--- src/rtl/mem_queue_split.sv ---
// rtl/mem_queue_split.sv - RVV load/store queue splitting wide beats onto a narrow memory bus
//
// Purpose: buffers RVV load requests, load data and stores in FIFOs, splits each
// RVV beat into R = RVV_DATA_WIDTH/MBUS_DATA_WIDTH bus beats, limits outstanding
// reads, skips all-zero-strobe store beats and reports completion and write errors.
// Ports:
//   clk, rst_n                          clock, asynchronous active-low reset
//   mbus_ar_* / mbus_r_*                read address / read data channels
//   mbus_aw_* / mbus_w_* / mbus_b_*     write address / write data / write response
//   rvv_addr_out, rvv_req_out           load request from the vector unit
//   rvv_data_out, rvv_be_out, rvv_valid_out   store from the vector unit
//   rvv_ready_out, rvv_data_in, rvv_valid_in  load data back to the vector unit
//   rvv_ld_full, rvv_st_full            request / store FIFO full
//   rvv_done_ld, rvv_done_st, rvv_st_err     completion pulses and sticky write error
module mem_queue_split #(
    parameter int MBUS_ADDR_WIDTH = 32,
    parameter int MBUS_DATA_WIDTH = 32,
    parameter int MBUS_DW_B       = MBUS_DATA_WIDTH >> 3,
    parameter int RVV_DATA_WIDTH  = 64,
    parameter int RVV_DW_B        = RVV_DATA_WIDTH >> 3,
    parameter int FIFO_DEPTH_BITS = 4,
    parameter int MAX_OUTSTANDING = 4
) (
    input  logic                       clk,
    input  logic                       rst_n,
    output logic [MBUS_ADDR_WIDTH-1:0] mbus_ar_addr,
    output logic                       mbus_ar_valid,
    input  logic                       mbus_ar_ready,
    input  logic [MBUS_DATA_WIDTH-1:0] mbus_r_data,
    input  logic                       mbus_r_valid,
    output logic                       mbus_r_ready,
    output logic [MBUS_ADDR_WIDTH-1:0] mbus_aw_addr,
    output logic                       mbus_aw_valid,
    input  logic                       mbus_aw_ready,
    output logic [MBUS_DATA_WIDTH-1:0] mbus_w_data,
    output logic [MBUS_DW_B-1:0]       mbus_w_strb,
    output logic                       mbus_w_valid,
    input  logic                       mbus_w_ready,
    input  logic [1:0]                 mbus_b_resp,
    input  logic                       mbus_b_valid,
    output logic                       mbus_b_ready,
    input  logic [MBUS_ADDR_WIDTH-1:0] rvv_addr_out,
    input  logic                       rvv_req_out,
    input  logic [RVV_DATA_WIDTH-1:0]  rvv_data_out,
    input  logic [RVV_DW_B-1:0]        rvv_be_out,
    input  logic                       rvv_valid_out,
    input  logic                       rvv_ready_out,
    output logic [RVV_DATA_WIDTH-1:0]  rvv_data_in,
    output logic                       rvv_valid_in,
    output logic                       rvv_ld_full,
    output logic                       rvv_st_full,
    output logic                       rvv_done_ld,
    output logic                       rvv_done_st,
    output logic                       rvv_st_err
);
    localparam int R     = RVV_DATA_WIDTH / MBUS_DATA_WIDTH;
    localparam int IDX_W = (R > 1) ? $clog2(R) : 1;
    localparam int CNT_W = FIFO_DEPTH_BITS + $clog2(R) + 1;
    localparam int PTR_W = FIFO_DEPTH_BITS + 1;
    localparam int DEPTH = 1 << FIFO_DEPTH_BITS;
    localparam int OUT_W = $clog2(MAX_OUTSTANDING + 1);
    localparam logic [IDX_W-1:0] IDX_LAST = IDX_W'(R - 1);

    // Storage arrays (not reset; validity comes from the pointers)
    logic [MBUS_ADDR_WIDTH-1:0] req_mem     [DEPTH];
    logic [RVV_DATA_WIDTH-1:0]  ldf_mem     [DEPTH];
    logic [MBUS_ADDR_WIDTH-1:0] st_addr_mem [DEPTH];
    logic [RVV_DATA_WIDTH-1:0]  st_data_mem [DEPTH];
    logic [RVV_DW_B-1:0]        st_be_mem   [DEPTH];

    logic [PTR_W-1:0] req_wr_q, req_wr_d, req_rd_q, req_rd_d;
    logic [PTR_W-1:0] ldf_wr_q, ldf_wr_d, ldf_rd_q, ldf_rd_d;
    logic [PTR_W-1:0] st_wr_q, st_wr_d, st_rd_q, st_rd_d;
    logic [IDX_W-1:0] ar_idx_q, ar_idx_d, r_idx_q, r_idx_d, st_idx_q, st_idx_d;
    logic [OUT_W-1:0] out_q, out_d;
    logic [CNT_W-1:0] infl_q, infl_d;
    logic [CNT_W-1:0] ld_req_q, ld_req_d, ld_del_q, ld_del_d, wr_q, wr_d, ack_q, ack_d;
    logic [CNT_W-1:0] ld_req_nxt, ld_del_nxt, wr_nxt, ack_nxt;
    logic [RVV_DATA_WIDTH-1:0] asm_q, asm_d;
    logic done_ld_q, done_ld_d, done_st_q, done_st_d, st_err_q, st_err_d;

    logic [PTR_W-1:0] ldf_occ;
    logic req_empty, ldf_empty, st_empty, st_full;
    logic req_push, ldf_push, st_push, req_pop, ldf_pop, st_pop;
    logic ar_room, ar_hs, ar_start, r_hs, st_hs, b_hs;
    logic st_pend, st_more;
    logic [IDX_W-1:0] st_cur;
    logic [RVV_DW_B-1:0] st_be_h;

    // ---------------- load path ----------------
    assign req_empty   = (req_wr_q == req_rd_q);
    assign rvv_ld_full = ((req_wr_q - req_rd_q) == PTR_W'(DEPTH));
    assign req_push    = rvv_req_out && !rvv_ld_full;

    assign ldf_occ   = ldf_wr_q - ldf_rd_q;
    assign ldf_empty = (ldf_wr_q == ldf_rd_q);

    // A new AR sequence reserves one load-data FIFO slot up front so that
    // returning data can never find the FIFO full.
    assign ar_room       = (ar_idx_q != '0) || ((CNT_W'(ldf_occ) + infl_q) < CNT_W'(DEPTH));
    assign mbus_ar_valid = !req_empty && (out_q < OUT_W'(MAX_OUTSTANDING)) && ar_room;
    assign mbus_ar_addr  = req_mem[req_rd_q[FIFO_DEPTH_BITS-1:0]]
                         + MBUS_ADDR_WIDTH'(ar_idx_q) * MBUS_ADDR_WIDTH'(MBUS_DW_B);
    assign ar_hs    = mbus_ar_valid && mbus_ar_ready;
    assign ar_start = ar_hs && (ar_idx_q == '0);
    assign req_pop  = ar_hs && (ar_idx_q == IDX_LAST);

    assign mbus_r_ready = (out_q != '0);
    assign r_hs         = mbus_r_valid && mbus_r_ready;
    assign ldf_push     = r_hs && (r_idx_q == IDX_LAST);

    always_comb begin
        asm_d = asm_q;
        if (r_hs) begin
            asm_d[int'(r_idx_q) * MBUS_DATA_WIDTH +: MBUS_DATA_WIDTH] = mbus_r_data;
        end
    end

    assign rvv_valid_in = !ldf_empty && rvv_ready_out;
    assign ldf_pop      = rvv_valid_in;
    assign rvv_data_in  = ldf_empty ? '0 : ldf_mem[ldf_rd_q[FIFO_DEPTH_BITS-1:0]];

    // ---------------- store path ----------------
    assign st_empty    = (st_wr_q == st_rd_q);
    assign st_full     = ((st_wr_q - st_rd_q) == PTR_W'(DEPTH));
    assign rvv_st_full = st_full;
    assign st_push     = rvv_valid_out && !st_full;
    assign st_be_h     = st_empty ? '0 : st_be_mem[st_rd_q[FIFO_DEPTH_BITS-1:0]];

    // Lowest non-empty sub-beat at or after st_idx_q; st_more says another follows.
    always_comb begin
        st_pend = 1'b0;
        st_more = 1'b0;
        st_cur  = '0;
        for (int k = R - 1; k >= 0; k--) begin
            if (k >= int'(st_idx_q) && st_be_h[k*MBUS_DW_B +: MBUS_DW_B] != '0) begin
                st_more = st_pend;
                st_pend = 1'b1;
                st_cur  = IDX_W'(k);
            end
        end
    end

    assign mbus_aw_valid = st_pend;
    assign mbus_w_valid  = st_pend;
    assign mbus_aw_addr  = st_addr_mem[st_rd_q[FIFO_DEPTH_BITS-1:0]]
                         + MBUS_ADDR_WIDTH'(st_cur) * MBUS_ADDR_WIDTH'(MBUS_DW_B);
    assign mbus_w_data   = st_data_mem[st_rd_q[FIFO_DEPTH_BITS-1:0]][int'(st_cur) * MBUS_DATA_WIDTH +: MBUS_DATA_WIDTH];
    assign mbus_w_strb   = st_be_h[int'(st_cur) * MBUS_DW_B +: MBUS_DW_B];
    assign st_hs         = st_pend && mbus_aw_ready && mbus_w_ready;
    assign st_pop        = (!st_empty && !st_pend) || (st_hs && !st_more);

    assign mbus_b_ready = (wr_q > ack_q);
    assign b_hs         = mbus_b_valid && mbus_b_ready;

    // ---------------- next state ----------------
    always_comb begin
        req_wr_d = req_wr_q + PTR_W'(req_push);
        req_rd_d = req_rd_q + PTR_W'(req_pop);
        ldf_wr_d = ldf_wr_q + PTR_W'(ldf_push);
        ldf_rd_d = ldf_rd_q + PTR_W'(ldf_pop);
        st_wr_d  = st_wr_q + PTR_W'(st_push);
        st_rd_d  = st_rd_q + PTR_W'(st_pop);
        ar_idx_d = ar_hs ? ((ar_idx_q == IDX_LAST) ? '0 : ar_idx_q + 1'b1) : ar_idx_q;
        r_idx_d  = r_hs ? ((r_idx_q == IDX_LAST) ? '0 : r_idx_q + 1'b1) : r_idx_q;
        st_idx_d = st_pop ? '0 : (st_hs ? st_cur + 1'b1 : st_idx_q);
        out_d    = out_q + OUT_W'(ar_hs) - OUT_W'(r_hs);
        infl_d   = infl_q + CNT_W'(ar_start) - CNT_W'(ldf_push);

        // Done pulses are evaluated on next-state values so the pulse and the
        // counter clear land in the same cycle.
        ld_req_nxt = ld_req_q + CNT_W'(req_push);
        ld_del_nxt = ld_del_q + CNT_W'(ldf_pop);
        done_ld_d  = (ld_req_nxt == ld_del_nxt) && (ld_req_nxt != '0)
                  && (req_wr_d == req_rd_d) && (out_d == '0);
        ld_req_d   = done_ld_d ? '0 : ld_req_nxt;
        ld_del_d   = done_ld_d ? '0 : ld_del_nxt;

        wr_nxt    = wr_q + CNT_W'(st_hs);
        ack_nxt   = ack_q + CNT_W'(b_hs);
        done_st_d = (wr_nxt == ack_nxt) && (wr_nxt != '0) && (st_wr_d == st_rd_d);
        wr_d      = done_st_d ? '0 : wr_nxt;
        ack_d     = done_st_d ? '0 : ack_nxt;

        if (b_hs && mbus_b_resp != 2'b00) begin
            st_err_d = 1'b1;
        end else if (done_st_q) begin
            st_err_d = 1'b0;
        end else begin
            st_err_d = st_err_q;
        end
    end

    assign rvv_done_ld = done_ld_q;
    assign rvv_done_st = done_st_q;
    assign rvv_st_err  = st_err_q;

    always_ff @(posedge clk) begin
        if (req_push) req_mem[req_wr_q[FIFO_DEPTH_BITS-1:0]] <= rvv_addr_out;
        if (ldf_push) ldf_mem[ldf_wr_q[FIFO_DEPTH_BITS-1:0]] <= asm_d;
        if (st_push) begin
            st_addr_mem[st_wr_q[FIFO_DEPTH_BITS-1:0]] <= rvv_addr_out;
            st_data_mem[st_wr_q[FIFO_DEPTH_BITS-1:0]] <= rvv_data_out;
            st_be_mem[st_wr_q[FIFO_DEPTH_BITS-1:0]]   <= rvv_be_out;
        end
    end

    always_ff @(posedge clk or negedge rst_n) begin
        if (!rst_n) begin
            req_wr_q  <= '0;  req_rd_q <= '0;
            ldf_wr_q  <= '0;  ldf_rd_q <= '0;
            st_wr_q   <= '0;  st_rd_q  <= '0;
            ar_idx_q  <= '0;  r_idx_q  <= '0;  st_idx_q <= '0;
            out_q     <= '0;  infl_q   <= '0;
            ld_req_q  <= '0;  ld_del_q <= '0;
            wr_q      <= '0;  ack_q    <= '0;
            asm_q     <= '0;
            done_ld_q <= 1'b0;
            done_st_q <= 1'b0;
            st_err_q  <= 1'b0;
        end else begin
            req_wr_q  <= req_wr_d;  req_rd_q <= req_rd_d;
            ldf_wr_q  <= ldf_wr_d;  ldf_rd_q <= ldf_rd_d;
            st_wr_q   <= st_wr_d;   st_rd_q  <= st_rd_d;
            ar_idx_q  <= ar_idx_d;  r_idx_q  <= r_idx_d;  st_idx_q <= st_idx_d;
            out_q     <= out_d;     infl_q   <= infl_d;
            ld_req_q  <= ld_req_d;  ld_del_q <= ld_del_d;
            wr_q      <= wr_d;      ack_q    <= ack_d;
            asm_q     <= asm_d;
            done_ld_q <= done_ld_d;
            done_st_q <= done_st_d;
            st_err_q  <= st_err_d;
        end
    end
endmodule
--- config.mk ---
export PLATFORM = sky130hd
export DESIGN_NAME = mem_queue_split
export DESIGN_NICKNAME = d
export VERILOG_FILES = /design/src/rtl/mem_queue_split.sv
export SDC_FILE = /design/constraint.sdc
export NUM_CORES = 2
export LEC_CHECK = 0
export ABC_AREA = 0
export BUFFER_PORTS_ARGS = -buffer_cell sky130_fd_sc_hd__buf_2
export CAP_MARGIN = 5
export CORE_ASPECT_RATIO = 1.1
export CORE_MARGIN = 3
export CORE_UTILIZATION = 50
export CTS_BUF_LIST = sky130_fd_sc_hd__clkbuf_2
export DETAILED_ROUTE_END_ITERATION = 10
export PLACE_DENSITY = 0.65
export SETUP_SLACK_MARGIN = 0.02
export SLEW_MARGIN = 15
export SYNTH_ARGS = -nofsm -noshare
export SYNTH_HDL_FRONTEND = slang
export SYNTH_SLANG_ARGS = --single-unit
export TNS_END_PERCENT = 30
--- constraint.sdc ---
create_clock -name clk -period 19.7 [get_ports clk]
set_clock_uncertainty 0.1 [all_clocks]
set_input_delay 1.97 -clock clk [delete_from_list [all_inputs] [get_ports clk]]
set_output_delay 1.97 -clock clk [all_outputs]
set_load 0.005 [all_outputs]
==> impl_results.md <==
- Area delta synth->final: 10.3%
- Via/cell ratio: roughly 5.9
- R2R Path Start: st_rd_q[2]
- # rows: 195
- Pwr Total: 20.9 mW
- CP Class: register to output pin
- Nets: 7104
- Clock Sinks: 3333
- Setup crit end kind: output pin
- Detailed Place HPWL: 163 mm
- Cell variety after synth: ~70
- Slew margin rel.: 0.169
- DR vias: 64863
- Vias in the first global route: 68475
- Register area share after synthesis: 0.770
- GRT Residual Overflow: 0
- Tightest Pin Transition: 1.25 ns
- RSZ-0062 raised after global routing: false
- Pwr Density: 147 nW/um^2
- Initial DRC count: 5758
- Post-synth top area share: 0.744
- Commonest cells post-synth: edfxtp_1 (3200), mux4_2 (833), nand2_1 (369)
- Status: completed
- Pins Over Slew Limit: 0
- Root buf cell: clkbuf_2
- Most numerous cell in the Yosys netlist: edfxtp_1
- DRC: 0
- Ys Warns: 0
- Worst-skew pair later-pin latency: between 1.5 and 2 ns
- Post-CTS setup buffers: 0
- Largest net degree at the start of global routing: around 140
- Cells after Synth: 5964
- GRT Overall Usage: 0.234
- Async set-reset flop share out of synthesis: 0.0399
- Worst Hold Launch: rvv_data_out[37]
- Placeable Area: roughly 260000 sq um
- Initial antenna violation count: 78
- Hold path cells: 1
- Worst IR Drop VDD: 135 uV
- FF+latch area: 99500 sq um
- Number of synthesized flops with an enable pin: 3200
- Initial Utilization: 0.503
- Port Buffers: roughly 320
- Multi-input gate area: ~28000 sq um
- Kind of start point of the critical path: register
- Hold endpoint: st_data_mem[10][37]
- Worst reg2reg endpoint: st_be_mem[10][4]
- Period utilisation layout: 0.597
- Post-cts sizing count: 0
- DR WL/cell: ~28 um
- Leak: 47.6 nW
- Synthesized flop and latch total: 3333
- Required time of the critical path: 17.63 ns
- Dominant synthesized flop cell: edfxtp_1
- R2r setup slk: 13.00 ns
- Tmin final: ~12 ns
- Ratio of cells with drive above 1 in the final layout: 0.351
- Finish-stage setup viols: 0
- Die Span Y: 539 um
- CTS H-tree lvls: 6
- Crit path max fanout: between 100 and 150
- Syn nets: 6169
- Max cap viols: 0
- Die width: 491 um
- Reg2Reg Depth: 11
- Post-route ant nets: 0
- DR pass1 iterations: 5
- WP data arrival: 9.69 ns
- Top cells by area, synth: edfxtp_1 (74%), mux4_2 (15%), dfrtp_1 (2.6%)
- Biggest area consumer among synthesized cells: edfxtp_1
- Total I/O pin count: roughly 320
- Fill cells: 19879
- First-pass GRT wire length: ~460 mm
- Dpl cells: between 9000 and 10000
- Setup_tns: 0 ns
- Maximum clock path buffer count: 4
- Worst Hold Class: primary input to register
- GPL Wtd Cong: between 0.7 and 0.8
- Mean Syn Cell Area: 21.7 sq um
- Final Hold Viols: 0
- Die area: 264000 sq um
- Final cell count without fillers: 11002
- Clock slew at reported path FFs: 0.11 ns
- Total Wirelength: 311 mm
- CTS tree: done
- CTS buffer count: 793
- Max Clk Rate: approximately 0.085 GHz
- Post-Synthesis Cell Area: 129000 sq um
## flip-flops by register name (all words and copies together) (netlist names), 6 cells and up
name	cells
ldf_mem	1024
st_data_mem	1024
req_mem	512
st_addr_mem	512
st_be_mem	128
asm_q	64
ack_q	6
infl_q	6
ld_del_q	6
ld_req_q	6
wr_q	6
## area by class of cell
class / count / area share
inverters: 46 / 0.00127
diodes: 39 / 0.000685
clock inverters: 238 / 0.0102
multi-input cells: 2280 / 0.200
flip-flops and latches: 3333 / 0.698
well taps: 3447 / 0.0303
repair buffers: 445 / 0.0188
clock buffers: 1174 / 0.0412
## layout by cell type (no fill, tap or decap), types with 37 or more instances in the layout
cell type  instances
buf_2            321
mux4_2           833
nor2_1           110
ha_1              54
o21ai_0           62
nand3_1          115
xnor2_1           64
dfrtp_1          122
nor2_4            37
a22oi_1           69
xor2_1            61
nor2b_1           86
edfxtp_1        3200
diode_2           39
clkbuf_2        1174
buf_4            111
nand2_1          368
inv_1             40
a221oi_1          42
clkinv_1         172
mux2i_1          100
## per-stage QoR
step | utilization | hold WS, ns | instance area [sq um] | worst slack (ns)
4_1_cts | 0.554 | 0.0640 | 142000 | 7.62
6_report | 0.555 | 0.380 | 143000 | 7.94
2_1_floorplan | - | 0.363 | 129000 | 8.67
5_1_grt | 0.554 | 0.154 | 142000 | 7.51
3_5_place_dp | 0.526 | 0.386 | 135000 | 9.59
3_3_place_gp | 0.526 | 0.375 | 135000 | 9.59
## per-layer routing
metal  wire (um)  GRT usage  part of all wire
met3       23400     0.0571             0.075
met5         326          0            0.0010
met2      158000      0.393              0.51
met4        8500     0.0801             0.027
met1      121000      0.301              0.39
## worst max path at each step
stage | from | end | slack, ns
after floorplan | st_rd_q[1] | st_addr_mem[0][0] | 8.67
after global placement | st_rd_q[0] | mbus_aw_addr[31] | 9.59
after detailed placement | st_rd_q[0] | mbus_aw_addr[31] | 9.59
after CTS | st_rd_q[0] | mbus_aw_addr[31] | 7.62
after global routing | st_rd_q[2] | mbus_aw_addr[31] | 7.51
final | st_rd_q[2] | mbus_aw_addr[31] | 7.94
## repair_timing
item / CTS / global route
endpoints found under the setup margin: 0 / 0
hold endpoints to repair: 30 / 0
hold buffers: 1 / 0
## critical path, cell delays in order (launching register included)
cell and delay, ns:
dfrtp_4 0.98, buf_12 0.73, inv_4 0.15, ha_1 0.39, nand4_1 0.15, nor2_1 0.44
a21oi_1 0.16, nor4_2 0.58, or2_4 0.21, buf_4 0.85, clkinv_2 1.07, ha_1 0.65
and2_1 0.21, nand2_1 0.14, nor3_2 0.13, nand4_1 0.35, xnor2_1 0.44, buf_2 0.24
## kinds of logic (layout without fill, tap and decap cells)
family | after synthesis | count (layout) | synth area share
other | 0 | 39 | 0
DFF | 3333 | 3333 | 0.770
and+or+nand+nor | 826 | 826 | 0.0293
adders and majority gates | 57 | 57 | 0.00570
buffers and inverters | 351 | 1903 | 0.0130
muxes | 969 | 969 | 0.157
AOI/OAI and AO/OA | 303 | 303 | 0.0173
xor gates and xnor gates | 125 | 125 | 0.00848
## power by group
| group | internal, mW | leakage (nW) | switching, mW |
|---|---|---|---|
| registers | 8.90 | 30.5 | 0.400 |
| clock network | 1.79 | 5.56 | 2.68 |
| logic | 2.95 | 11.5 | 4.18 |
| total | 13.6 | 47.6 | 7.26 |
(Power assumes the default switching activity.)
